$ cat src/rtl/alu_arbiter_if.sv
// ----------------------------------------------------------------------------
// alu_arbiter_if: request/response bundle for the two-port ALU arbiter. Rev 1.0
// ----------------------------------------------------------------------------
`default_nettype none

interface alu_arbiter_if;
  logic [1:0] req_valid;
  logic [1:0] req_ready;
  logic [3:0] req_a0;
  logic [3:0] req_b0;
  logic [3:0] req_a1;
  logic [3:0] req_b1;
  logic [2:0] req_sel0;
  logic [2:0] req_sel1;
  logic [1:0] rsp_valid;
  logic [1:0] rsp_ready;
  logic [3:0] rsp_result0;
  logic [3:0] rsp_result1;
  logic [2:0] rsp_flags0;
  logic [2:0] rsp_flags1;

  modport master (
    output req_valid, req_a0, req_b0, req_a1, req_b1, req_sel0, req_sel1, rsp_ready,
    input  req_ready, rsp_valid, rsp_result0, rsp_result1, rsp_flags0, rsp_flags1
  );

  modport slave (
    input  req_valid, req_a0, req_b0, req_a1, req_b1, req_sel0, req_sel1, rsp_ready,
    output req_ready, rsp_valid, rsp_result0, rsp_result1, rsp_flags0, rsp_flags1
  );
endinterface

`default_nettype wire

$ cat src/rtl/alu_arbiter.sv
// ----------------------------------------------------------------------------
// alu_arbiter: round-robin sharing of one 4-bit ALU between two ports. Rev 1.0
// ----------------------------------------------------------------------------
`default_nettype none

module alu (
  input  logic [3:0] i_a,
  input  logic [3:0] i_b,
  input  logic [2:0] i_sel,
  output logic [3:0] o_result,
  output logic [2:0] o_flags
);
  logic [4:0] w_sum;
  logic [4:0] w_diff;

  // Subtraction is A + ~B + 1, so carry means "no borrow".
  assign w_sum  = {1'b0, i_a} + {1'b0, i_b};
  assign w_diff = {1'b0, i_a} + {1'b0, ~i_b} + 5'd1;

  always_comb begin
    o_result = 4'h0;
    o_flags  = 3'b000;
    case (i_sel)
      3'b000: begin
        o_result = w_sum[3:0];
        o_flags  = {(i_a[3] == i_b[3]) && (w_sum[3] != i_a[3]), w_sum[4], w_sum[3:0] == 4'h0};
      end
      3'b001: begin
        o_result = w_diff[3:0];
        o_flags  = {(i_a[3] != i_b[3]) && (w_diff[3] != i_a[3]), w_diff[4], w_diff[3:0] == 4'h0};
      end
      3'b010:  o_result = ~i_a;
      3'b011:  o_result = i_a & i_b;
      3'b100:  o_result = i_a | i_b;
      3'b101:  o_result = i_a ^ i_b;
      3'b110:  o_result = {3'b000, i_a < i_b};
      default: o_result = {3'b000, i_a == i_b};
    endcase
  end
endmodule

module alu_arbiter #(
  parameter int CNT_W = 8
) (
  input  logic             clk,
  input  logic             rst,
  alu_arbiter_if.slave     bus,
  output logic [CNT_W-1:0] ops_done
);
  logic             r_prio;
  logic [1:0]       r_rsp_valid;
  logic [3:0]       r_result0;
  logic [3:0]       r_result1;
  logic [2:0]       r_flags0;
  logic [2:0]       r_flags1;
  logic [CNT_W-1:0] r_ops_done;

  logic [1:0] w_elig;
  logic [1:0] w_grant;
  logic [3:0] w_a;
  logic [3:0] w_b;
  logic [2:0] w_sel;
  logic [3:0] w_res;
  logic [2:0] w_flags;

  // A full buffer is still eligible when it is being drained this cycle.
  assign w_elig = bus.req_valid & (~r_rsp_valid | bus.rsp_ready);

  always_comb begin
    w_grant = 2'b00;
    if (!rst) begin
      if (&w_elig) w_grant = r_prio ? 2'b10 : 2'b01;
      else         w_grant = w_elig;
    end
  end

  assign w_a   = w_grant[1] ? bus.req_a1   : bus.req_a0;
  assign w_b   = w_grant[1] ? bus.req_b1   : bus.req_b0;
  assign w_sel = w_grant[1] ? bus.req_sel1 : bus.req_sel0;

  alu u_alu (
    .i_a      (w_a),
    .i_b      (w_b),
    .i_sel    (w_sel),
    .o_result (w_res),
    .o_flags  (w_flags)
  );

  always_ff @(posedge clk) begin
    if (rst) begin
      r_prio      <= 1'b0;
      r_rsp_valid <= 2'b00;
      r_result0   <= 4'h0;
      r_result1   <= 4'h0;
      r_flags0    <= 3'b000;
      r_flags1    <= 3'b000;
      r_ops_done  <= '0;
    end else begin
      if (w_grant[0]) begin
        r_result0      <= w_res;
        r_flags0       <= w_flags;
        r_rsp_valid[0] <= 1'b1;
      end else if (bus.rsp_ready[0]) begin
        r_rsp_valid[0] <= 1'b0;
      end

      if (w_grant[1]) begin
        r_result1      <= w_res;
        r_flags1       <= w_flags;
        r_rsp_valid[1] <= 1'b1;
      end else if (bus.rsp_ready[1]) begin
        r_rsp_valid[1] <= 1'b0;
      end

      // Winner i hands priority to the other port, i.e. prio <= ~i == grant[0].
      if (|w_grant) begin
        r_prio     <= w_grant[0];
        r_ops_done <= r_ops_done + CNT_W'(1);
      end
    end
  end

  assign bus.req_ready   = w_grant;
  assign bus.rsp_valid   = r_rsp_valid;
  assign bus.rsp_result0 = r_result0;
  assign bus.rsp_result1 = r_result1;
  assign bus.rsp_flags0  = r_flags0;
  assign bus.rsp_flags1  = r_flags1;
  assign ops_done        = r_ops_done;
endmodule

`default_nettype wire

$ cat src/flat_wrapper.sv
// flat-port wrapper written by rule: the top's interface ports become plain ports
module alu_arbiter_flat 
#(
  parameter int CNT_W = 8
)
  (clk, rst, ops_done, bus_req_valid, bus_req_a0, bus_req_b0, bus_req_a1, bus_req_b1, bus_req_sel0, bus_req_sel1, bus_rsp_ready, bus_req_ready, bus_rsp_valid, bus_rsp_result0, bus_rsp_result1, bus_rsp_flags0, bus_rsp_flags1);
  alu_arbiter_if bus_i ();
  input  logic clk;
  input  logic rst;
  output logic [CNT_W-1:0] ops_done;
  input wire logic [$bits(bus_i.req_valid)-1:0] bus_req_valid;
  input wire logic [$bits(bus_i.req_a0)-1:0] bus_req_a0;
  input wire logic [$bits(bus_i.req_b0)-1:0] bus_req_b0;
  input wire logic [$bits(bus_i.req_a1)-1:0] bus_req_a1;
  input wire logic [$bits(bus_i.req_b1)-1:0] bus_req_b1;
  input wire logic [$bits(bus_i.req_sel0)-1:0] bus_req_sel0;
  input wire logic [$bits(bus_i.req_sel1)-1:0] bus_req_sel1;
  input wire logic [$bits(bus_i.rsp_ready)-1:0] bus_rsp_ready;
  output wire logic [$bits(bus_i.req_ready)-1:0] bus_req_ready;
  output wire logic [$bits(bus_i.rsp_valid)-1:0] bus_rsp_valid;
  output wire logic [$bits(bus_i.rsp_result0)-1:0] bus_rsp_result0;
  output wire logic [$bits(bus_i.rsp_result1)-1:0] bus_rsp_result1;
  output wire logic [$bits(bus_i.rsp_flags0)-1:0] bus_rsp_flags0;
  output wire logic [$bits(bus_i.rsp_flags1)-1:0] bus_rsp_flags1;
  assign bus_i.req_valid = bus_req_valid;
  assign bus_i.req_a0 = bus_req_a0;
  assign bus_i.req_b0 = bus_req_b0;
  assign bus_i.req_a1 = bus_req_a1;
  assign bus_i.req_b1 = bus_req_b1;
  assign bus_i.req_sel0 = bus_req_sel0;
  assign bus_i.req_sel1 = bus_req_sel1;
  assign bus_i.rsp_ready = bus_rsp_ready;
  assign bus_req_ready = bus_i.req_ready;
  assign bus_rsp_valid = bus_i.rsp_valid;
  assign bus_rsp_result0 = bus_i.rsp_result0;
  assign bus_rsp_result1 = bus_i.rsp_result1;
  assign bus_rsp_flags0 = bus_i.rsp_flags0;
  assign bus_rsp_flags1 = bus_i.rsp_flags1;
  alu_arbiter #(.CNT_W(CNT_W)) u_core (.clk(clk), .rst(rst), .bus(bus_i), .ops_done(ops_done));
endmodule
$ cat config.mk
export PLATFORM = sky130hd
export DESIGN_NAME = alu_arbiter_flat
export DESIGN_NICKNAME = d
export VERILOG_FILES = /design/src/rtl/alu_arbiter_if.sv /design/src/rtl/alu_arbiter.sv /design/src/flat_wrapper.sv
export SDC_FILE = /design/constraint.sdc
export NUM_CORES = 1
export LEC_CHECK = 0
export CAP_MARGIN = 20
export CORE_ASPECT_RATIO = 2
export CORE_MARGIN = 3
export CORE_UTILIZATION = 51
export CTS_BUF_LIST = sky130_fd_sc_hd__clkbuf_8
export CTS_CLUSTER_DIAMETER = 200
export DETAILED_ROUTE_END_ITERATION = 6
export PLACE_DENSITY = 0.83
export SLEW_MARGIN = 20
export SYNTH_ARGS = -nofsm -noshare
export SYNTH_HDL_FRONTEND = slang
export SYNTH_SLANG_ARGS = --single-unit
$ cat constraint.sdc
create_clock -name clk -period 4.5 [get_ports clk]
set_input_delay 0.675 -clock clk [delete_from_list [all_inputs] [get_ports clk]]
set_output_delay 0.675 -clock clk [all_outputs]
set_load 0.01 [all_outputs]
# Word-level counts from Yosys, hierarchy flattened
# Cells that the tools add are included.
# op_classes
addsub	4
mul	0
div_mod_pow	0
n_lt_le_gt_ge	1
eq_ne	11
shift	0
n_mux	12
n_bitwise	8
n_reduce_logical	9
# ops
cell	n
one-hot mux 4 bit (7 select lines)	1
adder 4 x 4 -> 5 bit	2
equality test 3 bit, second input constant	3
adder 8 x 1 -> 8 bit, second input constant	1
zero test 4 bit	2
two-way mux 4 bit	2
inverter 4 bit	2
equality test 3 x 2 -> 1 bit, second input constant	2
two-way mux 2 bit	3
one-hot mux 3 bit (2 select lines)	1
adder 5 x 1 -> 5 bit, second input constant	1
AND 4 bit	1
equality test 4 bit	1
< comparator 4 bit	1
two-way mux 1 bit	4
OR 4 bit	1
nonzero test 2 bit	2
bitwise XOR 4 bit	1
equality test 3 x 1 -> 1 bit, second input constant	1
zero test 3 bit	1
two-way mux 3 bit	1
inequality test 1 bit	3
AND 2 bit	1
logical AND 1 bit	2
5 further kinds	5
# totals
ff_bits	25
latchBits	0
ram_bits	0
romBits	0
inputBits	28
output_inout_bits	26
elab_cells	53
n_memories	0

# Depth between registers and ports, before layout
# logic_depth
depth_word	13
mapped_depth	18
depth_no_buf	16

# Modules after synthesis
# Synthesis repeated with hierarchy kept, for this count alone.
# unflattened
cells_unflattened	216
area_unflattened_um2	1838.0
# by_module_without_submodules
module	n_inst	cells_each	area_per_inst_um2	seq_area_each_um2
alu_arbiter	1	123	1163.6	500.5
alu	1	93	674.4	0.0

# Worst setup path before layout
# Ideal clock, no wire load.
# synth_path
path_type	input port to flip-flop
from	input port bus_rsp_ready[0]
to	register u_core.r_flags1[2] (netlist: u_core.bus.rsp_flags1[2])
setup_ns	0.126
t_arrival_ns	3.538
t_required_ns	4.374
slack_ns	0.836
path_stages	14
path_buffers	3
cell_sequence	nand2b_4 -> and3b_4 -> or2_4 -> buf_6 -> clkbuf_1 -> buf_1 -> nor2_1 -> a21o_1 -> ha_1 -> o21ai_0 -> nor3b_2 -> or4_1 -> a32oi_1 -> o21ai_1
# synth_between
elab_chain_cells	12
word_cells_on_any_way	21
classes_between	add/sub (3); eq/ne (5); mux (6); bitwise (3); reduce/logical (4)
# synth_rtl
item	line	text
start: declaration	flat_wrapper.sv:18	input wire logic [$bits(bus_i.rsp_ready)-1:0] bus_rsp_ready;
OR 2 bit *	alu_arbiter.sv:67	assign w_elig = bus.req_valid & (~r_rsp_valid | bus.rsp_ready);
AND 2 bit *	alu_arbiter.sv:67	
AND reduction 2 bit *	alu_arbiter.sv:72	if (&w_elig) w_grant = r_prio ? 2'b10 : 2'b01;
two-way mux 2 bit *	alu_arbiter.sv:72	
two-way mux 2 bit *	alu_arbiter.sv:71	if (!rst) begin
two-way mux 4 bit	alu_arbiter.sv:78	assign w_b = w_grant[1] ? bus.req_b1 : bus.req_b0;
inverter 4 bit	alu_arbiter.sv:18	assign w_diff = {1'b0, i_a} + {1'b0, ~i_b} + 5'd1;
adder 4 x 4 -> 5 bit	alu_arbiter.sv:18	
adder 5 x 1 -> 5 bit	alu_arbiter.sv:18	
inequality test 1 bit	alu_arbiter.sv:30	o_flags = {(i_a[3] != i_b[3]) && (w_diff[3] != i_a[3]), w_diff[4], w_diff[3:0] == 4'h0};
logical AND 1 bit	alu_arbiter.sv:30	
one-hot mux 3 bit (2 select lines)	alu_arbiter.sv:23	case (i_sel)
end signal: assignment	alu_arbiter.sv:109	r_flags1 <= w_flags;
end: declaration	alu_arbiter.sv:55	logic [2:0] r_flags1;
# Every way passes the cells marked *; elsewhere a longest branch is shown, timed or not.
# A chain may end at the register's enable or synchronous reset.

# Worst setup path after layout
# layout_path
from	input port rst
to	register u_core.r_flags0[2] (netlist: u_core.bus.rsp_flags0[2])
# layout_between
elab_chain_cells	8
word_cells_on_any_way	17
classes_between	add/sub (3); eq/ne (5); mux (5); bitwise (1); reduce/logical (3)
# layout_rtl
item	line	text
start: declaration	flat_wrapper.sv:9	input logic rst;
two-way mux 2 bit	alu_arbiter.sv:71	
two-way mux 4 bit	alu_arbiter.sv:78	
inverter 4 bit	alu_arbiter.sv:18	
adder 4 x 4 -> 5 bit	alu_arbiter.sv:18	
adder 5 x 1 -> 5 bit	alu_arbiter.sv:18	
inequality test 1 bit	alu_arbiter.sv:30	
logical AND 1 bit	alu_arbiter.sv:30	
one-hot mux 3 bit (2 select lines)	alu_arbiter.sv:23	
end signal: assignment	alu_arbiter.sv:101	r_flags0 <= w_flags;
end: declaration	alu_arbiter.sv:54	logic [2:0] r_flags0;
# Several ways; a longest one is shown, not always the timed one.

==> flow_summary.toml <==
[worst_setup_path]
path_delay_family = "simple AND/OR/NAND/NOR gates"
critPathKind = "in2reg"
crit_chain = "clkdlybuf4s50_1, inv_2, nand3_1, or2_4, clkinv_8, nand2_1, nand2_1, inv_1, ha_1, o21ai_0, nor3b_2, or4_1, a32oi_1, o21ai_1"
end_kind = "flip-flop"
r2r-end = "u_core.bus.rsp_flags0[2]"
cp-start-kind = "primary input"
reg2regPathDepth = 13
rrSetupSlack_ps = 1380
required_ps = 4650
r2r-start = "u_core.bus.rsp_valid[1]"
slowest_stage = "or4_1"
path_buf_inv = 4
max_stage_delay_ps = 470
critical_path.max_fanout = 24
cpMostUsedCell = "nand2_1"
cp.arrival_ps = 3930

[drt]
routed_wl_um = 6280
wl_per_cell_um = 16.6
first_pass_iters = 4
via_per_inst = 5.99
drc = 0
first_iter_violations = 71
via_count = 2266
postRouteAntennaNets = 0

[synthesis]
synthCells = 282
ys_ff_latch = 25
yosysSeqAreaShare_pct = 24.5
synth_nets = 323
synthFlopType = "dfxtp_1"
synthArstFlopShare_pct = 0
netlist_area_um2 = 2040
yosysWarnings = 0
synth_cell_types = 52
synth_area_per_cell_um2 = 7.23
synth_edf_count = 0

[floorplan]
initial_core_util_pct = 54.8
rows = 31
die_w_um = 50.7
design.core.area_um2 = 3720
io_pins = 54
die_h_um = 95.4
dieArea_um2 = 4840

[clock_tree]
cts_buffers = 3
clk_pin_slew_ps = 80
clk_latency_ps = 260
cts_buffer_depth = 2
tritoncts = "built"
cts_setup_buffers = 0
root_buffer = "clkbuf_8"
cts.htree.levels = 1
clkSinkCount = 25
cts_hold_buf = 0
cts_resized = 0

[final_layout]
area_growth_pct = 30.2
final_cell_mix = "53 x clkdlybuf4s50_1, 33 x nand2_1, 25 x nor2_1, 25 x dfxtp_1, 24 x o21ai_0"
utilization_pct = 71.3
drive_above_1_share_pct = 5.78
nets = 371
diodes = 0
final_common_cell = "clkdlybuf4s50_1"
fin_area_um2 = 2660

[grt]
grt_pass1_vias = 2264
grt-ovfl-total = 0
grt_start_max_net_pins = 25
grt_pass1_wl_um = 10100
grt.total_usage_pct = 27.1
antenna_found_initial = 0

[place]
gp_congestion = 0.992
io_buffer_count = 53
postPlaceCellArea_um2 = 2610
dp_hpwl_um = 5020

[sta]
slew_viol_final = 0
finalCritPeriodShare_pct = 84.0
slew_headroom_pct = 60.3
setup_viol = 0
fin_crit_ps = 3780
max_freq_mhz = 265
rsz0062_at_grt = "no"
setup-tns-final_ps = 0
hold_viol_final = 0
tightest_slew_ps = 594
skew_ps = 3.80

[min_path]
hold_path_end = "u_core.bus.rsp_result1[1]"
min_path_cells = 2
min-delay-start = "u_core.bus.rsp_result1[1]"
hold_path.class = "reg2reg"

[pwr]
p_leak_nw = 1.08
finalPower_w = 0.000652
p_per_area_nw_per_um2 = 245
vdd_drop_max_mv = 0.134

[outcome]
status = "completed"

[job]
cap_violations = 0
==> how the worst max path moves through the flow <==
stage               slack (ps)                  endpoint  cells after the start             start
CTS                        720  u_core.bus.rsp_flags0[2]                     14               rst
floorplan                  840  u_core.bus.rsp_flags1[2]                     14  bus_rsp_ready[0]
global route               450  u_core.bus.rsp_flags0[2]                     14               rst
finish                     720  u_core.bus.rsp_flags0[2]                     14               rst
detailed placement         450  u_core.bus.rsp_flags0[2]                     14               rst
global placement           550  u_core.bus.rsp_flags0[2]                     14               rst
==> report_power, final <==
group | total (W) | internal, W | switching, W
Clock | 0.000129 | 0.0000618 | 0.0000673
Sequential | 0.000246 | 0.000236 | 0.00000964
Combinational | 0.000277 | 0.000124 | 0.000153
Total | 0.000652 | 0.000422 | 0.000229
==> metrics by stage <==
stage / hold slack [ps] / setup slack [ps] / instances
6_report: 469 / 720 / 378
5_1_grt: 490 / 454 / 378
4_1_cts: 472 / 722 / 378
3_5_place_dp: 460 / 454 / 374
3_3_place_gp: 451 / 554 / 374
2_1_floorplan: 478 / 836 / 282
==> kinds of logic after synthesis <==
group                      Yosys count  share of synthesized area (%)
buffers and inverters               36                           7.61
DFF                                 25                           24.5
muxes                                6                           3.01
and+or+nand+nor                    119                           29.0
AOI/OAI and AO/OA                   71                           22.4
xor gates and xnor gates            12                           5.15
adders and majority gates           13                           8.34
==> cell usage after synthesis (2+ instances only) <==
| cell type | count | area (µm²) |
|---|---|---|
| a221oi_1 | 2 | 17.5 |
| clkinv_1 | 2 | 7.51 |
| nor3_1 | 13 | 65.1 |
| and3_1 | 3 | 18.8 |
| dfxtp_1 | 25 | 500 |
| clkbuf_1 | 14 | 52.6 |
| a31oi_1 | 6 | 37.5 |
| xor2_1 | 7 | 61.3 |
| nand2_1 | 33 | 124 |
| a211oi_1 | 4 | 30.0 |
| a21oi_1 | 11 | 55.1 |
| mux2i_1 | 5 | 50.1 |
| o32ai_1 | 2 | 17.5 |
| o21ai_1 | 2 | 10.0 |
| ha_1 | 12 | 150 |
| nor3b_1 | 2 | 15.0 |
| o21ai_0 | 24 | 120 |
| nand2b_1 | 6 | 37.5 |
| nand4_1 | 2 | 12.5 |
| nor2_1 | 25 | 93.8 |
| inv_1 | 16 | 60.1 |
| a21o_1 | 2 | 15.0 |
| xnor2_1 | 5 | 43.8 |
| o31ai_1 | 7 | 52.6 |
| nand3_1 | 20 | 100 |
| nor4_1 | 4 | 25.0 |
| or3_1 | 3 | 18.8 |
==> state kept, by name, summed over array words and instances, names as in the netlist <==
register and count:
u_core.r_prio 1, u_core.bus.rsp_result1 4, u_core.bus.rsp_valid 2, u_core.bus.rsp_result0 4, u_core.bus.rsp_flags0 3, u_core.ops_done 8, u_core.bus.rsp_flags1 3
==> worst register-to-register path: cells and delay by family, from the launching register on <==
| kind | cells | cell delay, ps |
|---|---|---|
| AOI/OAI and AO/OA | 3 | 700 |
| and+or+nand+nor | 7 | 1420 |
| DFF | 1 | 330 |
| adders and majority gates | 1 | 370 |
| buffers and inverters | 2 | 190 |
==> metal layers <==
layer	vias up	GRT usage [%]	part of all wire, %
met5	-	0	0
met4	0	16.0	5.5
met3	26	2.50	4.8
met2	104	52.7	55
met1	1037	26.6	34
li1	1099	-	-
==> cell type report <==
| cell class | count | area (µm²) |
|---|---|---|
| fillers | 338 | 1070 |
| clock buffers | 3 | 41.3 |
| flip-flops and latches | 25 | 500 |
| multi-input cells | 221 | 1380 |
| clock inverters | 1 | 5.00 |
| inverters | 20 | 87.6 |
| well taps | 49 | 61.3 |
| repair buffers | 59 | 576 |
Power figures use the tool's default switching activity.
